File: config.mk
export PLATFORM = sky130hd
export DESIGN_NAME = boot_sequencer
export DESIGN_NICKNAME = d
export VERILOG_FILES = /design/src/rtl/boot_pkg.sv /design/src/rtl/byte_assembler.sv /design/src/rtl/boot_sequencer.sv
export SDC_FILE = /design/constraint.sdc
export NUM_CORES = 1
export LEC_CHECK = 0
export CORE_ASPECT_RATIO = 1.5
export CORE_UTILIZATION = 45
export CTS_BUF_LIST = sky130_fd_sc_hd__clkbuf_4
export CTS_CLUSTER_DIAMETER = 50
export CTS_CLUSTER_SIZE = 20
export DETAILED_ROUTE_END_ITERATION = 16
export GPL_TIMING_DRIVEN = 0
export HOLD_SLACK_MARGIN = 0.08
export MAX_ROUTING_LAYER = met4
export PLACE_DENSITY = 0.79
export SETUP_SLACK_MARGIN = 0.02
export SYNTH_ARGS = -nofsm -noshare
export SYNTH_HDL_FRONTEND = slang
export SYNTH_SLANG_ARGS = --single-unit
File: constraint.sdc
create_clock -name CLK -period 2.2 [get_ports CLK]
set_input_delay 0.33 -clock CLK [delete_from_list [all_inputs] [get_ports CLK]]
set_output_delay 0.33 -clock CLK [all_outputs]
set_load 0.02 [all_outputs]
File: src/rtl/boot_pkg.sv
`default_nettype none
// boot_pkg: shared state encoding, LED bit positions and header byte order for boot_sequencer.
// Rev 1.0
package boot_pkg;

  typedef enum logic [2:0] {
    S_INITIAL,
    S_LEN,
    S_LOAD,
`ifdef BOOT_CHECKSUM_EN
    S_CSUM,
`endif
    S_READY,
    S_EXEC,
    S_HALT,
    S_ERROR
  } boot_state_t;

  localparam int LED_LOADED = 0;
  localparam int LED_EXEC   = 1;
  localparam int LED_HALTED = 2;
  localparam int LED_ERROR  = 3;

  // Header and program words arrive most-significant byte first.
  localparam bit HDR_MSB_FIRST = 1'b1;

  function automatic logic [3:0] led_onehot(input int idx);
    return 4'b0001 << idx;
  endfunction

endpackage
`default_nettype wire

File: src/rtl/byte_assembler.sv
`default_nettype none
// byte_assembler: packs UART bytes into WORD_W words and pulses word_valid the cycle after the last byte.
// Rev 1.0
module byte_assembler #(
  parameter int WORD_W = 32
) (
  input  logic              clk,
  input  logic              rst,
  input  logic              en,
  input  logic [7:0]        byte_in,
  input  logic              byte_valid,
  output logic [WORD_W-1:0] word,
  output logic              word_valid
);
  import boot_pkg::*;

  localparam int NB    = WORD_W / 8;
  localparam int CNT_W = (NB > 1) ? $clog2(NB) : 1;
  localparam logic [CNT_W-1:0] LAST = CNT_W'(NB - 1);

  logic [CNT_W-1:0] r_cnt;

  always_ff @(posedge clk) begin
    if (rst) begin
      r_cnt      <= '0;
      word       <= '0;
      word_valid <= 1'b0;
    end else begin
      word_valid <= 1'b0;
      if (en && byte_valid) begin
        word <= HDR_MSB_FIRST ? ((word << 8) | WORD_W'(byte_in))
                              : ((word >> 8) | (WORD_W'(byte_in) << (WORD_W - 8)));
        if (r_cnt == LAST) begin
          r_cnt      <= '0;
          word_valid <= 1'b1;
        end else begin
          r_cnt <= r_cnt + 1'b1;
        end
      end
    end
  end

endmodule
`default_nettype wire

File: src/rtl/boot_sequencer.sv
`default_nettype none
// boot_sequencer: loads a length-prefixed UART image into instruction memory and sequences core reset/run/halt.
// Rev 1.0 -- define BOOT_CHECKSUM_EN to require a trailing XOR checksum word after the program.
module boot_sequencer #(
  parameter int WORD_W        = 32,
  parameter int MEM_INST_SIZE = 1024,
  parameter int MEM_SIZE      = 1024,
  parameter int AUTO_START    = 0
) (
  input  logic                             CLK,
  input  logic                             INITIALIZE,
  input  logic [7:0]                       rx_data,
  input  logic                             rx_valid,
  input  logic                             START_EXEC,
  input  logic                             RESTART_EXEC,
  input  logic                             core_halt,
  output logic                             imem_we,
  output logic [$clog2(MEM_INST_SIZE)-1:0] imem_addr,
  output logic [WORD_W-1:0]                imem_wdata,
  output logic [$clog2(MEM_INST_SIZE):0]   prog_words,
  output logic [WORD_W-1:0]                sp_init,
  output logic                             core_rst,
  output logic                             core_run,
  output logic [3:0]                       LED
);
  import boot_pkg::*;

  localparam int AW = $clog2(MEM_INST_SIZE);
  localparam logic [WORD_W-1:0] MAX_N = WORD_W'(MEM_INST_SIZE);

  boot_state_t       r_state;
  logic              r_restart;
  logic [AW-1:0]     r_idx;
  logic [AW:0]       r_n;
  logic [AW:0]       r_pw;
  logic              r_core_rst;
  logic              r_core_run;
  logic [3:0]        r_led;
  logic [WORD_W-1:0] w_word;
  logic              w_word_valid;
  logic              w_asm_en;
  logic              w_last_word;
`ifdef BOOT_CHECKSUM_EN
  logic [WORD_W-1:0] r_csum;
`endif

`ifdef BOOT_CHECKSUM_EN
  assign w_asm_en = (r_state == S_LEN) || (r_state == S_LOAD) || (r_state == S_CSUM);
`else
  assign w_asm_en = (r_state == S_LEN) || (r_state == S_LOAD);
`endif

  byte_assembler #(.WORD_W(WORD_W)) u_asm (
    .clk        (CLK),
    .rst        (INITIALIZE),
    .en         (w_asm_en),
    .byte_in    (rx_data),
    .byte_valid (rx_valid),
    .word       (w_word),
    .word_valid (w_word_valid)
  );

  assign w_last_word = ({1'b0, r_idx} == (r_n - 1'b1));

  // The write strobe is the assembler's registered word_valid, so it lands one cycle after the last byte.
  assign imem_we    = (r_state == S_LOAD) && w_word_valid;
  assign imem_addr  = r_idx;
  assign imem_wdata = w_word;
  assign prog_words = r_pw;
  assign sp_init    = WORD_W'(MEM_SIZE / 2);
  assign core_rst   = r_core_rst;
  assign core_run   = r_core_run;
  assign LED        = r_led;

  always_ff @(posedge CLK) begin
    if (INITIALIZE) begin
      r_state    <= S_INITIAL;
      r_restart  <= 1'b0;
      r_idx      <= '0;
      r_n        <= '0;
      r_pw       <= '0;
      r_core_rst <= 1'b1;
      r_core_run <= 1'b0;
      r_led      <= '0;
`ifdef BOOT_CHECKSUM_EN
      r_csum     <= '0;
`endif
    end else begin
      case (r_state)
        S_INITIAL: r_state <= S_LEN;
        S_LEN: if (w_word_valid) begin
          r_n <= w_word[AW:0];
          if (w_word > MAX_N) begin
            r_state <= S_ERROR;
            r_led   <= led_onehot(LED_ERROR);
          end else if (w_word == '0) begin
`ifdef BOOT_CHECKSUM_EN
            r_state <= S_CSUM;
`else
            r_state <= S_READY;
            r_led   <= led_onehot(LED_LOADED);
`endif
          end else begin
            r_state <= S_LOAD;
          end
        end
        S_LOAD: if (w_word_valid) begin
          r_idx <= r_idx + 1'b1;
`ifdef BOOT_CHECKSUM_EN
          r_csum <= r_csum ^ w_word;
          if (w_last_word) r_state <= S_CSUM;
`else
          if (w_last_word) begin
            r_pw    <= r_n;
            r_state <= S_READY;
            r_led   <= led_onehot(LED_LOADED);
          end
`endif
        end
`ifdef BOOT_CHECKSUM_EN
        S_CSUM: if (w_word_valid) begin
          if (w_word == r_csum) begin
            r_pw    <= r_n;
            r_state <= S_READY;
            r_led   <= led_onehot(LED_LOADED);
          end else begin
            r_state <= S_ERROR;
            r_led   <= led_onehot(LED_ERROR);
          end
        end
`endif
        S_READY: if (START_EXEC || (AUTO_START != 0)) begin
          r_state    <= S_EXEC;
          r_core_rst <= 1'b0;
          r_core_run <= 1'b1;
          r_led      <= led_onehot(LED_EXEC);
        end
        S_EXEC: if (core_halt) begin
          r_state    <= S_HALT;
          r_core_run <= 1'b0;
          r_led      <= led_onehot(LED_HALTED);
        end
        // Restart spends exactly one cycle in HALT with the core held in reset.
        S_HALT: if (r_restart) begin
          r_restart  <= 1'b0;
          r_state    <= S_EXEC;
          r_core_rst <= 1'b0;
          r_core_run <= 1'b1;
          r_led      <= led_onehot(LED_EXEC);
        end else if (RESTART_EXEC) begin
          r_restart  <= 1'b1;
          r_core_rst <= 1'b1;
        end
        S_ERROR: r_state <= S_ERROR;
        default: begin
          r_state    <= S_ERROR;
          r_core_rst <= 1'b1;
          r_core_run <= 1'b0;
          r_led      <= led_onehot(LED_ERROR);
        end
      endcase
    end
  end

endmodule
`default_nettype wire

==> out/metrics.cfg, run 1 <==
[layout]
drive_gt1_share_pct = 17.94
syn_to_final_growth_pct = 38.07
diodes = 0
finalNetCount = 627

[timing]
hold_viol = 0
fin_crit_sh_pct = 110.0
tightest_slew_ns = 0.6110
holdWs_ns = 0.3472
skew_ns = 0.009206
rsz0062_at_grt = true
relSlewSlack_pct = 59.27
fin_ws_ns = -0.2199
finalSetupViolations = 16
slew_violations = 0
final.min_clock_period_ns = 2.420
timing.fmax_mhz = 413.2

[power_and_ir_drop]
power.density_nw_per_um2 = 488.8
peakVddDrop_mv = 0.4796
p_sw_share_pct = 26.61
leakage_nw = 1.911
total_power_w = 0.002516
p_int_w = 0.001846
power_frac_comb_pct = 11.0
power.switching_w = 0.0006693
p_seq_share_pct = 56.7
pwr-share-clk_pct = 32.3

[floorplan]
start_util_pct = 46.55
io_pins = 106
die-height_microns = 113.5
die_w_microns = 76.31
die-area_sq_um = 8659
num_rows = 40
core_area_sq_um = 8008

[cts]
cts_buffer_depth = 2
clk_latency_ns = 0.44
clockRootBuffer = clkbuf_4
htreeDepth = 3
cts_buffers = 9
cts_sinks = 77
cts_tree = done
path_clk_slew_ns = 0.12

[grt]
grt_pass1_wl_microns = 16400
antenna_found_initial = 0
grt_pass1_vias = 3487
grt-ovfl-total = 0
grt_max_degree = 13
track_usage_pct = 24.44

[route]
num_vias = 3909
avgRoutedWirePerCell_microns = 14.57
drtIter0Drc = 324
via_per_inst = 5.444
dr.pass1.iters = 5
detail-route-antenna-nets = 0
drc = 0
wirelength_microns = 10460

[critical_path]
critPathLaunchType = register
end_kind = register
crit_chain = buf_4 > nor3_4 > a21oi_1 > o21ai_1 > a31oi_4 > or4_4 > buf_6 > o21ai_2 > a21oi_1
path_class = reg2reg
worst-path-max-fanout = 10
required_ns = 2.51
crit_top_cell = a21oi_1
cp_top_family = simple AND/OR/NAND/NOR gates
r2r_slack_ns = -0.22
crit_arrival_ns = 2.73
crit_slowest_cell = or4_4
crit_buf_inv = 2
slowest_delay_ns = 0.59

[synthesis]
yosysSeqAreaShare_pct = 41.36
postSynth.asyncResetShare_pct = 0
avgSynthCellArea_sq_um = 7.701
ys_ff_latch = 77
synth.distinct_cells = 54
synth_edf_count = 0
syn_area_sq_um = 3727
syn_inst = 484
yosysWarnings = 0
synth_top_flop_cell = dfxtp_1

[outcome]
violations = negative setup slack
status = finished with violations

[placed_design]
numPortBuffers = 72
dp_hpwl_microns = 7313
gp_congestion = 0.9145

[hold_path]
hp-class = in2reg

[run]
drv_cap = 0

## power by group through the flow
stage	clock, W	combinational [W]	sequential, W
6_report	0.000813	0.000276	0.00143
5_1_grt	0.000889	0.000300	0.00143
4_1_cts	0.000827	0.000264	0.00143
3_5_place_dp	0	0.000260	0.00146
3_3_place_gp	0	0.000257	0.00146
2_1_floorplan	0	0.000174	0.00146
## timing repair
action	in CTS	in global routing
setup endpoints to repair	20	41
hold buffers	0	0
gates resized for setup	15	48
buffers inserted	6	7
pin swaps	1	8
cloned	0	1
## cell type report
type	count	area, sq um
clock buffers	9	67.56
clock inverters	5	53.80
plain buffers	61	370.4
inverters	6	30.03
well taps	105	131.4
fillers	710	2861
flip-flops and latches	77	1553
repair buffers	86	834.6
multi-input cells	369	2106
## state kept, by name (all words and copies together), names as in the netlist
name and flops:
LED 4, core_rst 1, core_run 1, imem_addr 10, prog_words 11, r_n 11, r_restart 1, r_state 3
u_asm.r_cnt 2, u_asm.word 32, u_asm.word_valid 1
## worst paths after layout
kind | depth (start not counted) | endpoint | startpoint
setup / recovery | 9 | prog_words[2] | r_n[1]
setup reg to reg | 9 | prog_words[2] | r_n[1]
hold reg to reg | 2 | u_asm.r_cnt[1] | u_asm.r_cnt[1]
hold / removal | 4 | r_state[0] | INITIALIZE
## cells by family after synthesis
family	Yosys count	synth area share, %
compound gates	121	17.96
xor+xnor	16	3.760
fa+ha+maj	3	1.007
buf+inv	68	10.37
flops	77	41.36
mux	1	0.2686
other cells	2	0.2015
simple gates	196	25.08
## synth_stat cells (2+ instances only)
| cell | count | area [sq um] |
|---|---|---|
| nor3_1 | 4 | 20.02 |
| conb_1 | 2 | 7.510 |
| buf_4 | 32 | 240.2 |
| nand3_1 | 16 | 80.08 |
| buf_2 | 3 | 15.01 |
| dfxtp_1 | 77 | 1541 |
| ha_1 | 3 | 37.54 |
| and3b_1 | 2 | 17.52 |
| o21ai_0 | 18 | 90.09 |
| nand4_1 | 9 | 56.30 |
| nand2b_1 | 4 | 25.02 |
| nor2_1 | 20 | 75.07 |
| o21ai_1 | 10 | 50.05 |
| a31oi_1 | 3 | 18.77 |
| nand2_1 | 107 | 401.6 |
| nor4_1 | 9 | 56.30 |
| a21o_1 | 2 | 15.01 |
| clkbuf_1 | 25 | 93.84 |
| a31o_2 | 2 | 17.52 |
| or3_1 | 3 | 18.77 |
| inv_1 | 5 | 18.77 |
| nand3b_1 | 4 | 30.03 |
| a21oi_1 | 72 | 360.4 |
| xnor2_1 | 6 | 52.55 |
| nor3b_1 | 5 | 37.54 |
| xor2_1 | 10 | 87.58 |
| and3_1 | 4 | 25.02 |
## worst min-delay path, cell delays in order
cell and delay [ns]:
clkbuf_1 0.20, a221oi_1 0.08, o21ai_0 0.09, a21oi_1 0.04
## through the flow
step                      util [%]  instances  TNS (ns)  cell area, sq um  worst slack, ns
after detailed placement     58.94        691    -2.539              4720          -0.4765
after floorplan                  -        514         0              3867          0.04578
final                        64.27        718    -2.408              5146          -0.2199
after global routing         64.27        718    -3.624              5146          -0.2988
after global placement       58.94        691    -1.812              4720          -0.4057
after CTS                    61.52        710   -0.8687              4926         -0.09688
## layer usage
metal  up-vias  GRT usage [%]  part of all wire [%]  wire length, microns
li1       1863              -                     -                     -
met1      1806          26.01                    38                  3989
met2       197          42.64                    51                  5316
met3        43          4.240                   7.4                   777
met4         0          13.97                   3.6                   377
met5         -              -                     0                     0
## cells in the final DEF (no fill, tap or decap), types with 4 or more instances in the layout
cell type        instances
o21ai_1                 12
conb_1                  32
xnor2_1                  5
nor4_1                   6
o21ai_2                  5
clkbuf_1                21
clkbuf_4                 9
nand2b_1                 4
clkdlybuf4s50_1         71
nand2_1                104
buf_4                   46
nor3b_1                  5
and3_1                   4
dfxtp_1                 72
xor2_1                  10
a21oi_1                 70
nor3_1                   4
nand4_1                  9
nor2_1                  19
o21ai_0                 11
nand3_1                 14
nand3b_1                 4
nor4_4                   4
Note: power is estimated with default switching activity, not from simulation.
==> run 2, diff against run 1 <==
--- a/config.mk
+++ b/config.mk
@@ -5,8 +5,9 @@
 export SDC_FILE = /design/constraint.sdc
 export NUM_CORES = 1
 export LEC_CHECK = 0
+export ABC_AREA = 1
 export CORE_ASPECT_RATIO = 1.5
-export CORE_UTILIZATION = 45
+export CORE_UTILIZATION = 46
 export CTS_BUF_LIST = sky130_fd_sc_hd__clkbuf_4
 export CTS_CLUSTER_DIAMETER = 50
 export CTS_CLUSTER_SIZE = 20
@@ -18,4 +19,5 @@
 export SETUP_SLACK_MARGIN = 0.02
 export SYNTH_ARGS = -nofsm -noshare
 export SYNTH_HDL_FRONTEND = slang
+export SYNTH_HIERARCHICAL = 1
 export SYNTH_SLANG_ARGS = --single-unit
==> run 2 against run 1 <==
Compared with the run above: the flow now finishes without violations; combinational power increased to 9.3 times the previous value; area after synthesis is 9.3% higher; fmax up 17%; global-route usage shrank 0.36 points; critical path depth increased by 3; utilization decreased by 2.8 points; worst hold slack improved by 0.10 ns; non-clock buffer count is 23 lower; cell area rose by 1.8%; sequential share of layout area fell by 0.60 points; count of clock-buffer cells in the layout is 1 higher; largest cell class unchanged; largest power group is now combinational logic.
==> out/metrics.cfg, run 2 <==
[outcome]
status = finished, final reports clean

[floorplan]
die-area_sq_um = 9247
num_rows = 41
io_pins = 106
die-height_microns = 117.3
start_util_pct = 47.85
core_area_sq_um = 8516
die_w_microns = 78.85

[critical_path]
end_kind = register
critPathLaunchType = register
reg2reg_to = prog_words[1]
critPathCapture = prog_words[1]
reg2reg_depth = 12
startpoint = r_n[0]
r2r_slack_ns = 0.12
r2r_start = r_n[0]
worst-path-max-fanout = 5
crit_arrival_ns = 2.41
path_class = reg2reg
required_ns = 2.53

[route]
avgRoutedWirePerCell_microns = 11.92
dr.pass1.iters = 4
num_vias = 4001
detail-route-antenna-nets = 0
via_per_inst = 4.685
drtIter0Drc = 187
wirelength_microns = 10180
drc = 0

[power_and_ir_drop]
power.switching_w = 0.002324
peakVddDrop_mv = 0.6835
pwr-share-clk_pct = 14.1
p_int_w = 0.002926
p_sw_share_pct = 44.27
power.density_nw_per_um2 = 1002
leakage_nw = 2.571
power_frac_comb_pct = 49.1
p_seq_share_pct = 36.7

[placed_design]
place_area_sq_um = 5052
placed_cells = 835
dp_hpwl_microns = 7697
numPortBuffers = 73
place_ws_ns = 0.1118
gp_congestion = 0.9335

[synthesis]
yosysWarnings = 6
yosysSeqAreaShare_pct = 37.83
synth_top_flop_cell = dfxtp_1
synth_edf_count = 0
ys_ff_latch = 77
syn_area_sq_um = 4075
avgSynthCellArea_sq_um = 6.520
synth_top_area_cell = dfxtp_1
synth_top_area_share_pct = 37.83
synth_most_common_cell = nand2_1
syn_inst = 625
postSynth.asyncResetShare_pct = 0
synth.distinct_cells = 37
synth_commonest_cells = 148 x nand2_1, 117 x nor2_1, 85 x inv_1
synth.area.top_cells = dfxtp_1 38%, nand2_1 14%, nor2_1 11%, inv_1 7.8%, buf_4 5.9%

[timing]
rsz0062_at_grt = false
setup-tns-final_ns = 0
finalSetupViolations = 0
holdWs_ns = 0.4514
fin_ws_ns = 0.1235
slew_violations = 0
fin_crit_sh_pct = 94.39
final.min_clock_period_ns = 2.076
tightest_slew_ns = 0.5482
hold_viol = 0
skew_ns = 0.01755
timing.fmax_mhz = 481.6
relSlewSlack_pct = 63.45

[hold_path]
min_from = prog_words[9]
hp-class = reg2reg

[cts]
path_clk_slew_ns = 0.13
cts_buffers = 9
cts_tree = done
clk_latency_ns = 0.44
ctsHoldBuffers = 0
cts_sinks = 77
cts_buffer_depth = 2
clockRootBuffer = clkbuf_4
htreeDepth = 3

[layout]
stdcell_area_sq_um = 5238
stdcell_count = 854
largest_register_ffs = 32
top_register = u_asm/word
mostFrequentLayoutCell = nand2_1
diodes = 0
drive_gt1_share_pct = 13.65
syn_to_final_growth_pct = 28.52
mostFrequentLayoutCells = 147 x nand2_1, 117 x nor2_1, 84 x inv_1
finalNetCount = 759

[grt]
track_usage_pct = 24.08
grt_max_degree = 14
grt_pass1_vias = 3816
antenna_found_initial = 0
grt-ovfl-total = 0
grt_pass1_wl_microns = 16890

[run]
drv_cap = 0

[run 2: metal layers]
metal	track usage [%]	part of all wire, %	vias up
li1	-	-	2083
met1	24.32	39	1788
met2	44.58	54	106
met3	4.419	4.5	24
met4	11.39	2.7	0
met5	-	0	-
[run 2: repair_timing]
| action | 4_1_cts | 5_1_grt |
|---|---|---|
| gates cloned | 0 | 1 |
| gates resized for setup | 1 | 17 |
| setup endpoints to repair | 1 | 17 |
| endpoints found under the hold margin | 0 | 0 |
| pin swaps | 0 | 5 |
| setup buffers | 0 | 2 |
[run 2: worst max-delay path, cell delays in order, from the launching register on]
cell	delay, ns
dfxtp_4	0.38
inv_4	0.08
ha_4	0.15
nand2_1	0.08
nor2_4	0.15
nand3_2	0.08
nand2_2	0.08
nand3_1	0.10
nor2_2	0.17
nand4_1	0.27
buf_2	0.26
o21ai_1	0.13
a21oi_1	0.05
[run 2: layout make-up]
type,count,area [sq um]
clock inverter,6,38.79
fill,843,3278
inverter,95,361.6
buffer,48,335.3
clock buffer,10,75.07
tap,107,133.9
multi-input combinational,435,1994
sequential,77,1549
timing repair buffer,76,749.5
[run 2: how the worst min path moves through the flow]
stage / slack [ns] / end / cells after the start
after floorplan: 0.40 / r_restart / 1
after global placement: 0.43 / prog_words[8] / 2
after detailed placement: 0.44 / prog_words[9] / 2
after CTS: 0.43 / u_asm/word[2] / 3
after global routing: 0.46 / u_asm/word[2] / 3
final: 0.45 / prog_words[9] / 2
[run 2: kinds of logic after synthesis]
| family | after synthesis | synth area share, % |
|---|---|---|
| other cells | 2 | 0.1843 |
| buf+inv | 143 | 16.89 |
| simple gates | 326 | 34.45 |
| flops | 77 | 37.83 |
| fa+ha+maj | 3 | 0.9212 |
| xor+xnor | 4 | 0.8598 |
| compound gates | 70 | 8.874 |
[run 2: per-stage QoR]
| stage | total power [W] | utilization (%) |
|---|---|---|
| 6_report | 0.005251 | 61.50 |
| 5_1_grt | 0.005718 | 61.50 |
| 4_1_cts | 0.005273 | 60.65 |
| 3_5_place_dp | 0.004515 | 59.33 |
| 3_3_place_gp | 0.004445 | 59.33 |
| 2_1_floorplan | 0.003688 | - |
[run 2: power by group through the flow]
stage	combinational (W)	sequential [W]	clock, W
2_1_floorplan	0.00154	0.00215	0
3_3_place_gp	0.00250	0.00195	0
3_5_place_dp	0.00256	0.00196	0
4_1_cts	0.00258	0.00193	0.000766
5_1_grt	0.00293	0.00197	0.000813
6_report	0.00258	0.00193	0.000742
